<file path="src/rtl/score_event_scheduler.sv">
// Score event scheduler: queues per-source score events and feeds the shared
// score ALU one operation per cycle, round-robin between sources. A level-complete
// event expands into an uninterruptible burst of +10 operations.
module score_event_scheduler #(
    parameter int unsigned CNT_W     = 3,
    parameter int unsigned BURST_LEN = 4
) (
    input  logic       clk,
    input  logic       reset_n,     // active-high despite the name
    input  logic       ev_pellet,
    input  logic       ev_power,
    input  logic       ev_ghost,
    input  logic       ev_double,
    input  logic       ev_level,
    input  logic       hold,
    output logic [1:0] alu_select,
    output logic       alu_enable,
    output logic       busy,
    output logic       overflow
);

    localparam int unsigned NSRC    = 5;
    localparam int unsigned SRC_LVL = 4;

    localparam logic [0:0] StIdle  = 1'b0;
    localparam logic [0:0] StBurst = 1'b1;

    localparam logic [CNT_W-1:0] CntMax = {CNT_W{1'b1}};

    logic [NSRC-1:0]  ev;
    logic [CNT_W-1:0] cnt_q [NSRC];
    logic [CNT_W-1:0] cnt_d [NSRC];
    logic [NSRC-1:0]  dec;

    logic [0:0] state_q, state_d;
    logic [2:0] ptr_q, ptr_d;
    logic [3:0] burst_q, burst_d;
    logic [1:0] alu_select_q, alu_select_d;
    logic       alu_enable_q, alu_enable_d;
    logic       overflow_q, overflow_d;

    logic       found;
    logic [2:0] winner;
    logic [2:0] cand;

    assign ev = {ev_level, ev_double, ev_ghost, ev_power, ev_pellet};

    // Operation code issued to the ALU for each source; level maps to +10.
    function automatic logic [1:0] src_select(input logic [2:0] src);
        logic [1:0] sel;
        case (src)
            3'd0:    sel = 2'b00;
            3'd1:    sel = 2'b01;
            3'd2:    sel = 2'b10;
            3'd3:    sel = 2'b11;
            default: sel = 2'b10;
        endcase
        return sel;
    endfunction

    // Round-robin search: first non-zero counter starting at the pointer.
    always_comb begin
        found  = 1'b0;
        winner = '0;
        cand   = '0;
        for (int i = 0; i < int'(NSRC); i++) begin
            cand = 3'((32'(ptr_q) + 32'(i)) % 32'(NSRC));
            if (!found && (cnt_q[cand] != '0)) begin
                found  = 1'b1;
                winner = cand;
            end
        end
    end

    // FSM: grant one source per edge in idle, or keep issuing the level burst.
    always_comb begin
        state_d      = state_q;
        ptr_d        = ptr_q;
        burst_d      = burst_q;
        alu_enable_d = 1'b0;
        alu_select_d = alu_select_q;
        dec          = '0;
        case (state_q)
            StIdle: begin
                if (!hold && found) begin
                    alu_enable_d = 1'b1;
                    alu_select_d = src_select(winner);
                    dec[winner]  = 1'b1;
                    ptr_d        = (winner == 3'(SRC_LVL)) ? 3'd0 : winner + 3'd1;
                    // The grant edge itself is the first burst op; burst_q counts the rest.
                    if ((winner == 3'(SRC_LVL)) && (BURST_LEN > 1)) begin
                        state_d = StBurst;
                        burst_d = 4'(BURST_LEN - 1);
                    end
                end
            end
            StBurst: begin
                if (!hold) begin
                    alu_enable_d = 1'b1;
                    alu_select_d = 2'b10;
                    burst_d      = burst_q - 4'd1;
                    if (burst_q == 4'd1) begin
                        state_d = StIdle;
                    end
                end
            end
            default: state_d = StIdle;
        endcase
    end

    // Pending counters: a same-edge event and grant cancel; saturate and flag at max.
    always_comb begin
        overflow_d = overflow_q;
        for (int i = 0; i < int'(NSRC); i++) begin
            cnt_d[i] = cnt_q[i];
            if (ev[i] && !dec[i]) begin
                if (cnt_q[i] == CntMax) begin
                    overflow_d = 1'b1;
                end else begin
                    cnt_d[i] = cnt_q[i] + CNT_W'(1);
                end
            end else if (!ev[i] && dec[i]) begin
                cnt_d[i] = cnt_q[i] - CNT_W'(1);
            end
        end
    end

    // State registers; reset discards pending events and any burst in flight.
    always_ff @(posedge clk or posedge reset_n) begin
        if (reset_n) begin
            state_q      <= StIdle;
            ptr_q        <= '0;
            burst_q      <= '0;
            alu_select_q <= 2'b00;
            alu_enable_q <= 1'b0;
            overflow_q   <= 1'b0;
            for (int i = 0; i < int'(NSRC); i++) begin
                cnt_q[i] <= '0;
            end
        end else begin
            state_q      <= state_d;
            ptr_q        <= ptr_d;
            burst_q      <= burst_d;
            alu_select_q <= alu_select_d;
            alu_enable_q <= alu_enable_d;
            overflow_q   <= overflow_d;
            for (int i = 0; i < int'(NSRC); i++) begin
                cnt_q[i] <= cnt_d[i];
            end
        end
    end

    assign alu_select = alu_select_q;
    assign alu_enable = alu_enable_q;
    assign overflow   = overflow_q;
    // found is true exactly when some counter is non-zero.
    assign busy       = found || (state_q == StBurst) || alu_enable_q;

endmodule
</file>
<file path="config.mk">
export PLATFORM = sky130hd
export DESIGN_NAME = score_event_scheduler
export DESIGN_NICKNAME = d
export VERILOG_FILES = /design/src/rtl/score_event_scheduler.sv
export SDC_FILE = /design/constraint.sdc
export NUM_CORES = 1
export LEC_CHECK = 0
export BUFFER_PORTS_ARGS = -buffer_cell sky130_fd_sc_hd__buf_2
export CAP_MARGIN = 20
export CORE_ASPECT_RATIO = 1.75
export CORE_MARGIN = 2
export CORE_UTILIZATION = 45
export DETAILED_ROUTE_END_ITERATION = 16
export GPL_ROUTABILITY_DRIVEN = 0
export PLACE_DENSITY_LB_ADDON = 0.1
export RECOVER_POWER = 100
export SYNTH_ARGS = -nofsm -noshare
export SYNTH_HDL_FRONTEND = slang
export SYNTH_SLANG_ARGS = --single-unit
export TNS_END_PERCENT = 1
</file>
<file path="constraint.sdc">
create_clock -name clk -period 12.28 [get_ports clk]
set_input_delay 1.228 -clock clk [delete_from_list [all_inputs] [get_ports clk]]
set_output_delay 1.228 -clock clk [all_outputs]
set_load 0.05 [all_outputs]
</file>
Yosys cells after proc, flatten, opt, wreduce, memory -nomap -nowiden:

Cells that the tools add are included.

* logic and storage cells: 185
* input port bits: 8
* memory bits (read-only): 0
* memories: 0
* register bits after elaboration: 27
* latch bits: 0
* memory bits (writable): 0
* output and inout port bits: 5

* div/mod/pow operators: 5
* add/sub/neg operators: 16
* multiplexer cells: 71
* order comparisons: 7
* bitwise gates (word level): 6
* reductions and logical operators: 52
* shifts and indexed selects: 0
* equal/unequal tests: 17
* multipliers: 0

Operators by type and width (count)
* remainder unit 32 x 3 -> 32 bit, second input constant: 4
* 2-to-1 mux 3 bit: 31
* binary-select mux 3 bit (select 3 bit): 5
* remainder unit 3 x 3 -> 32 bit, second input constant: 1
* 2-to-1 mux 1 bit: 22
* greater-or-equal comparator 4 bit, second input constant: 5
* inverter 3 -> 4 bit: 5
* adder 3 x 1 -> 3 bit, second input constant: 6
* equality test 3 bit, second input constant: 6
* logical AND 1 bit: 16
* != test 2 bit, second input constant: 8
* zero test 1 bit: 15
* nonzero test 3 bit: 5
* subtractor 3 x 1 -> 3 bit, second input constant: 5
* AND reduction 2 bit: 7
* 2-to-1 mux 4 bit: 3
* 2-to-1 mux 5 bit: 2
* nonzero test 2 bit: 5
* adder 3 x 2 -> 4 bit, second input constant: 2
* one-hot mux 4 bit (2 select lines): 1
* one-hot mux 2 bit (3 select lines): 1
* adder 3 x 1 -> 4 bit, second input constant: 1
* adder 3 x 3 -> 4 bit, second input constant: 1
* equality test 4 x 1 -> 1 bit, second input constant: 1
* other kinds (13): 16

Longest topological paths before layout:

* depth in word-level cells: 36
* depth in mapped cells: 26
* gate-level depth less buffers: 24

Worst setup path after synthesis:

Ideal clock, no wire load.

* path type: flip-flop to flip-flop
* start: reg ptr_q[0]
* end: reg cnt_q[8] (netlist name)
* arrival: 5369 ps
* cell stages (with the launch flop): 27
* slack: 6811 ps
* path buffers: 2
* library setup time: 99 ps
* required time: 12181 ps
* period minus slack after synthesis: 5469 ps
* path through: dfrtp_1 buf_2 inv_1 clkbuf_1 ha_1 inv_1 ha_1 inv_1 ha_1 inv_1 ha_1 nor2b_1 o21ai_0 a22oi_2 nor2_1 a2111oi_1 nor2_1 a2111o_1 o211ai_4 inv_2 a31oi_4 inv_2 fa_1 nand2_1 a21oi_1 a22o_1 a311oi_1

* longest elaborated chain between the ends: 29
* elaborated cells between the ends (all ways): 67
* those cells by class: add/sub: 4; div: 5; order compare: 2; eq/ne: 1; mux: 30; bitwise: 5; reduce/logical: 20

Ends and longest elaborated chain
* from (decl): line 36 `logic [2:0] ptr_q, ptr_d;`
* from (signal assigned): line 142 `ptr_q <= ptr_d;`
* branches (longest 23 deep; another with remainder unit 32 x 3 -> 32 bit)
* 2-to-1 mux 5 bit *: line 85 `if (!hold && found) begin`
* 2-to-1 mux 5 bit *: line 83 `case (state_q)`
* zero test 1 bit: line 116 `if (ev[i] && !dec[i]) begin`
* logical AND 1 bit: line 116
* != test 2 bit (no line) / nonzero test 2 bit (equally long branches)
* AND reduction 2 bit (no line)
* to (signal, indexed assignment): line 148 `cnt_q[i] <= cnt_d[i];`
* to (decl): line 31 `logic [CNT_W-1:0] cnt_q [NSRC];`

Mark *: on every way between the ends. The select of a mux whose other input is x is not followed.
A chain may end at the register's enable or synchronous reset.

Worst setup path after layout:

* start: reg ptr_q[1]
* end: reg cnt_q[8] (netlist name)

Same word-level chain as after synthesis.

==> results.json <==
{
  "critPathMaxStageDelay_ns": 0.78,
  "drv_cap": 0,
  "cts.sinks": 27,
  "setup_violations": 0,
  "clk_latency_ns": 0.27,
  "synth_nets": 439,
  "core_area_mm2": 0.00723,
  "antennaDiodeCount": 0,
  "pin_count": 13,
  "crit_arrival_ns": 7.34,
  "final_nets": 443,
  "hold_viol_final": 0,
  "synth.distinct_cells": 90,
  "path_common_cell": "inv_1",
  "path_clk_slew_ns": 0.07,
  "vias": 3119,
  "grt_max_degree": 32,
  "via_per_inst": 6.31,
  "row_count": 41,
  "synth_area_mm2": 0.00336,
  "ys_seq_elements": 27,
  "multi_input_area_mm2": 0.00242,
  "path_class": "reg2reg",
  "grt_use_total_pct": 21.6,
  "hold_depth": 2,
  "root_buffer": "clkbuf_16",
  "cp.buffers_inverters": 4,
  "cp.depth": 21,
  "setup_tns_ns": 0,
  "wl_per_cell_um": 17.8,
  "synthCells": 405,
  "fmax_mhz": 140,
  "routed_wl_um": 8780,
  "cp.required_ns": 12.45,
  "ys.flop_type": "dfrtp_1",
  "dr.first_iter.drc_count": 175,
  "worst_setup_path_start_kind": "register",
  "place_area_mm2": 0.00349,
  "slew_violations": 0,
  "final_area_mm2": 0.00347,
  "postRouteAntennaNets": 0,
  "worstPathCellList": "inv_1, ha_1, inv_1, nand3_1, ha_1, nor2b_1, o22ai_1, or2_2, a41oi_1, and2_0, nand4b_1, or4_1, o211ai_1, inv_1, a31oi_1, clkinv_1, fa_1, nand2_1, a21oi_1, a22o_1, a311oi_1",
  "fin_skew_ns": 0.00663,
  "fin_util_pct": 48.0,
  "cpMaxStageDelayCell": "ha_1",
  "path_delay_family": "compound AO/OA/AOI/OAI gates",
  "cp-end-kind": "register",
  "grt_overflow": 0,
  "drive_gt1_share_pct": 7.84,
  "layout_commonest_cell": "nand2_1",
  "cts_setup_buffers": 0,
  "cp_max_fo": 20,
  "die_area_mm2": 0.00819,
  "rsz0062_at_grt": "false",
  "fill_cells": 718,
  "area_delta_synth_final_pct": 3.36,
  "die_w_um": 69.3,
  "max-slew-margin-rel_pct": 33.2,
  "cts_resized": 0,
  "cts_tree": "built",
  "tightest_slew_ns": 0.993,
  "syn_area_per_cell_um2": 8.29,
  "status": "finished clean",
  "ys_seq_area_share_pct": 20.1,
  "worstHoldPathType": "reg2reg",
  "antenna_found_initial": 0,
  "period_minus_slack_ns": 7.17,
  "grt_pass1_vias": 2957,
  "hpwl_um": 6950,
  "initial_core_util_pct": 46.4,
  "yosysWarnings": 0,
  "async_flop_share_pct": 100,
  "io_buffers": 12,
  "drt_first_pass_iters": 4,
  "layout.area.seq_um2": 676,
  "reg2reg_depth": 21,
  "numCtsBuffers": 3,
  "clk_path_buf_depth": 2,
  "cts_hold_buf": 0,
  "htree_levels": 1,
  "most-common-layout-cells": "nand2_1 (37), inv_1 (29), nor2_1 (28)",
  "grt_pass1_wl_um": 14600,
  "synth_enable_flop_cells": 0,
  "hold_ws_ns": 0.531,
  "drc": 0,
  "chipHeight_um": 118,
  "finalCritPeriodShare_pct": 58.4
}
-- flip-flops by register name, indices dropped and copies added, names as in the netlist --
name / flops
state_q: 1
overflow: 1
cnt_q: 15
alu_select: 2
ptr_q: 3
alu_enable: 1
burst_q: 4
-- synthesized netlist by cell type (all sizes together), types with 4 or more instances --
| master | count | share of area, % |
|---|---|---|
| a211oi | 5 | 1.5 |
| a21oi | 17 | 3.0 |
| a31oi | 8 | 1.9 |
| buf | 8 | 1.3 |
| clkbuf | 7 | 0.82 |
| dfrtp | 27 | 20 |
| fa | 5 | 3.0 |
| ha | 21 | 7.8 |
| inv | 31 | 3.5 |
| mux2 | 4 | 1.3 |
| mux2i | 11 | 3.7 |
| nand2 | 37 | 4.1 |
| nand2b | 10 | 1.9 |
| nand3 | 13 | 2.3 |
| nand4 | 5 | 0.93 |
| nor2 | 28 | 3.1 |
| nor2b | 9 | 1.7 |
| nor3 | 21 | 3.5 |
| nor4 | 6 | 1.1 |
| o211ai | 5 | 1.5 |
| o21a | 6 | 1.3 |
| o21ai | 21 | 3.1 |
| o311ai | 4 | 1.0 |
| o31ai | 6 | 1.5 |
| or3 | 4 | 0.75 |
| xnor2 | 5 | 1.3 |
| xor2 | 4 | 1.0 |
-- layout make-up --
type / count / area share, %
Multi-Input combinational cell: 332 / 69.8
Sequential cell: 27 / 19.5
Inverter: 31 / 3.35
Tap cell: 86 / 3.10
Clock buffer: 3 / 2.16
Timing Repair Buffer: 14 / 1.88
Clock inverter: 1 / 0.216
-- worst paths after layout --
path	end	from	slack, ns
max reg2reg	cnt_q[8]	ptr_q[1]	5.11
min	alu_select[0]	alu_select[0]	0.53
max	cnt_q[8]	ptr_q[1]	5.11
min in group asynchronous	alu_enable	reset_n	0.99
max in group asynchronous	cnt_q[13]	reset_n	10.17
min reg2reg	alu_select[0]	alu_select[0]	0.53
-- worst register-to-register path, delay by kind of cell (launching register included) --
| kind | cells | cell delay (ns) |
|---|---|---|
| AO/OA/AOI/OAI | 7 | 2.26 |
| adder cells (fa/ha/maj) | 3 | 1.36 |
| buffers and inverters | 4 | 1.05 |
| flip-flops | 1 | 0.58 |
| AND/OR/NAND/NOR | 7 | 1.82 |
-- layer usage --
metal	GRT usage, %	vias up	wire, um
met1	24.7	1522	3540
met5	0	-	0
li1	-	1534	-
met4	7.23	0	139
met3	1.45	10	192
met2	41.3	53	4910
-- stage by stage --
| stage | cells | setup WS, ns |
|---|---|---|
| final | 494 | 5.11 |
| after global placement | 489 | 6.33 |
| after floorplan | 405 | 6.81 |
| after global routing | 494 | 4.33 |
| after detailed placement | 490 | 6.22 |
| after CTS | 494 | 6.17 |
-- cells by family after synthesis --
kind of cell | Yosys count | share of synthesized area (%)
AO/OA/AOI/OAI | 123 | 29.7
XOR/XNOR | 9 | 2.35
adder cells (fa/ha/maj) | 26 | 10.8
buffers and inverters | 46 | 5.59
flip-flops | 27 | 20.1
multiplexers | 16 | 5.67
AND/OR/NAND/NOR | 158 | 25.8
Power is not shown: default switching activity piles up to over one toggle a cycle in this logic, so the estimate is an artifact.
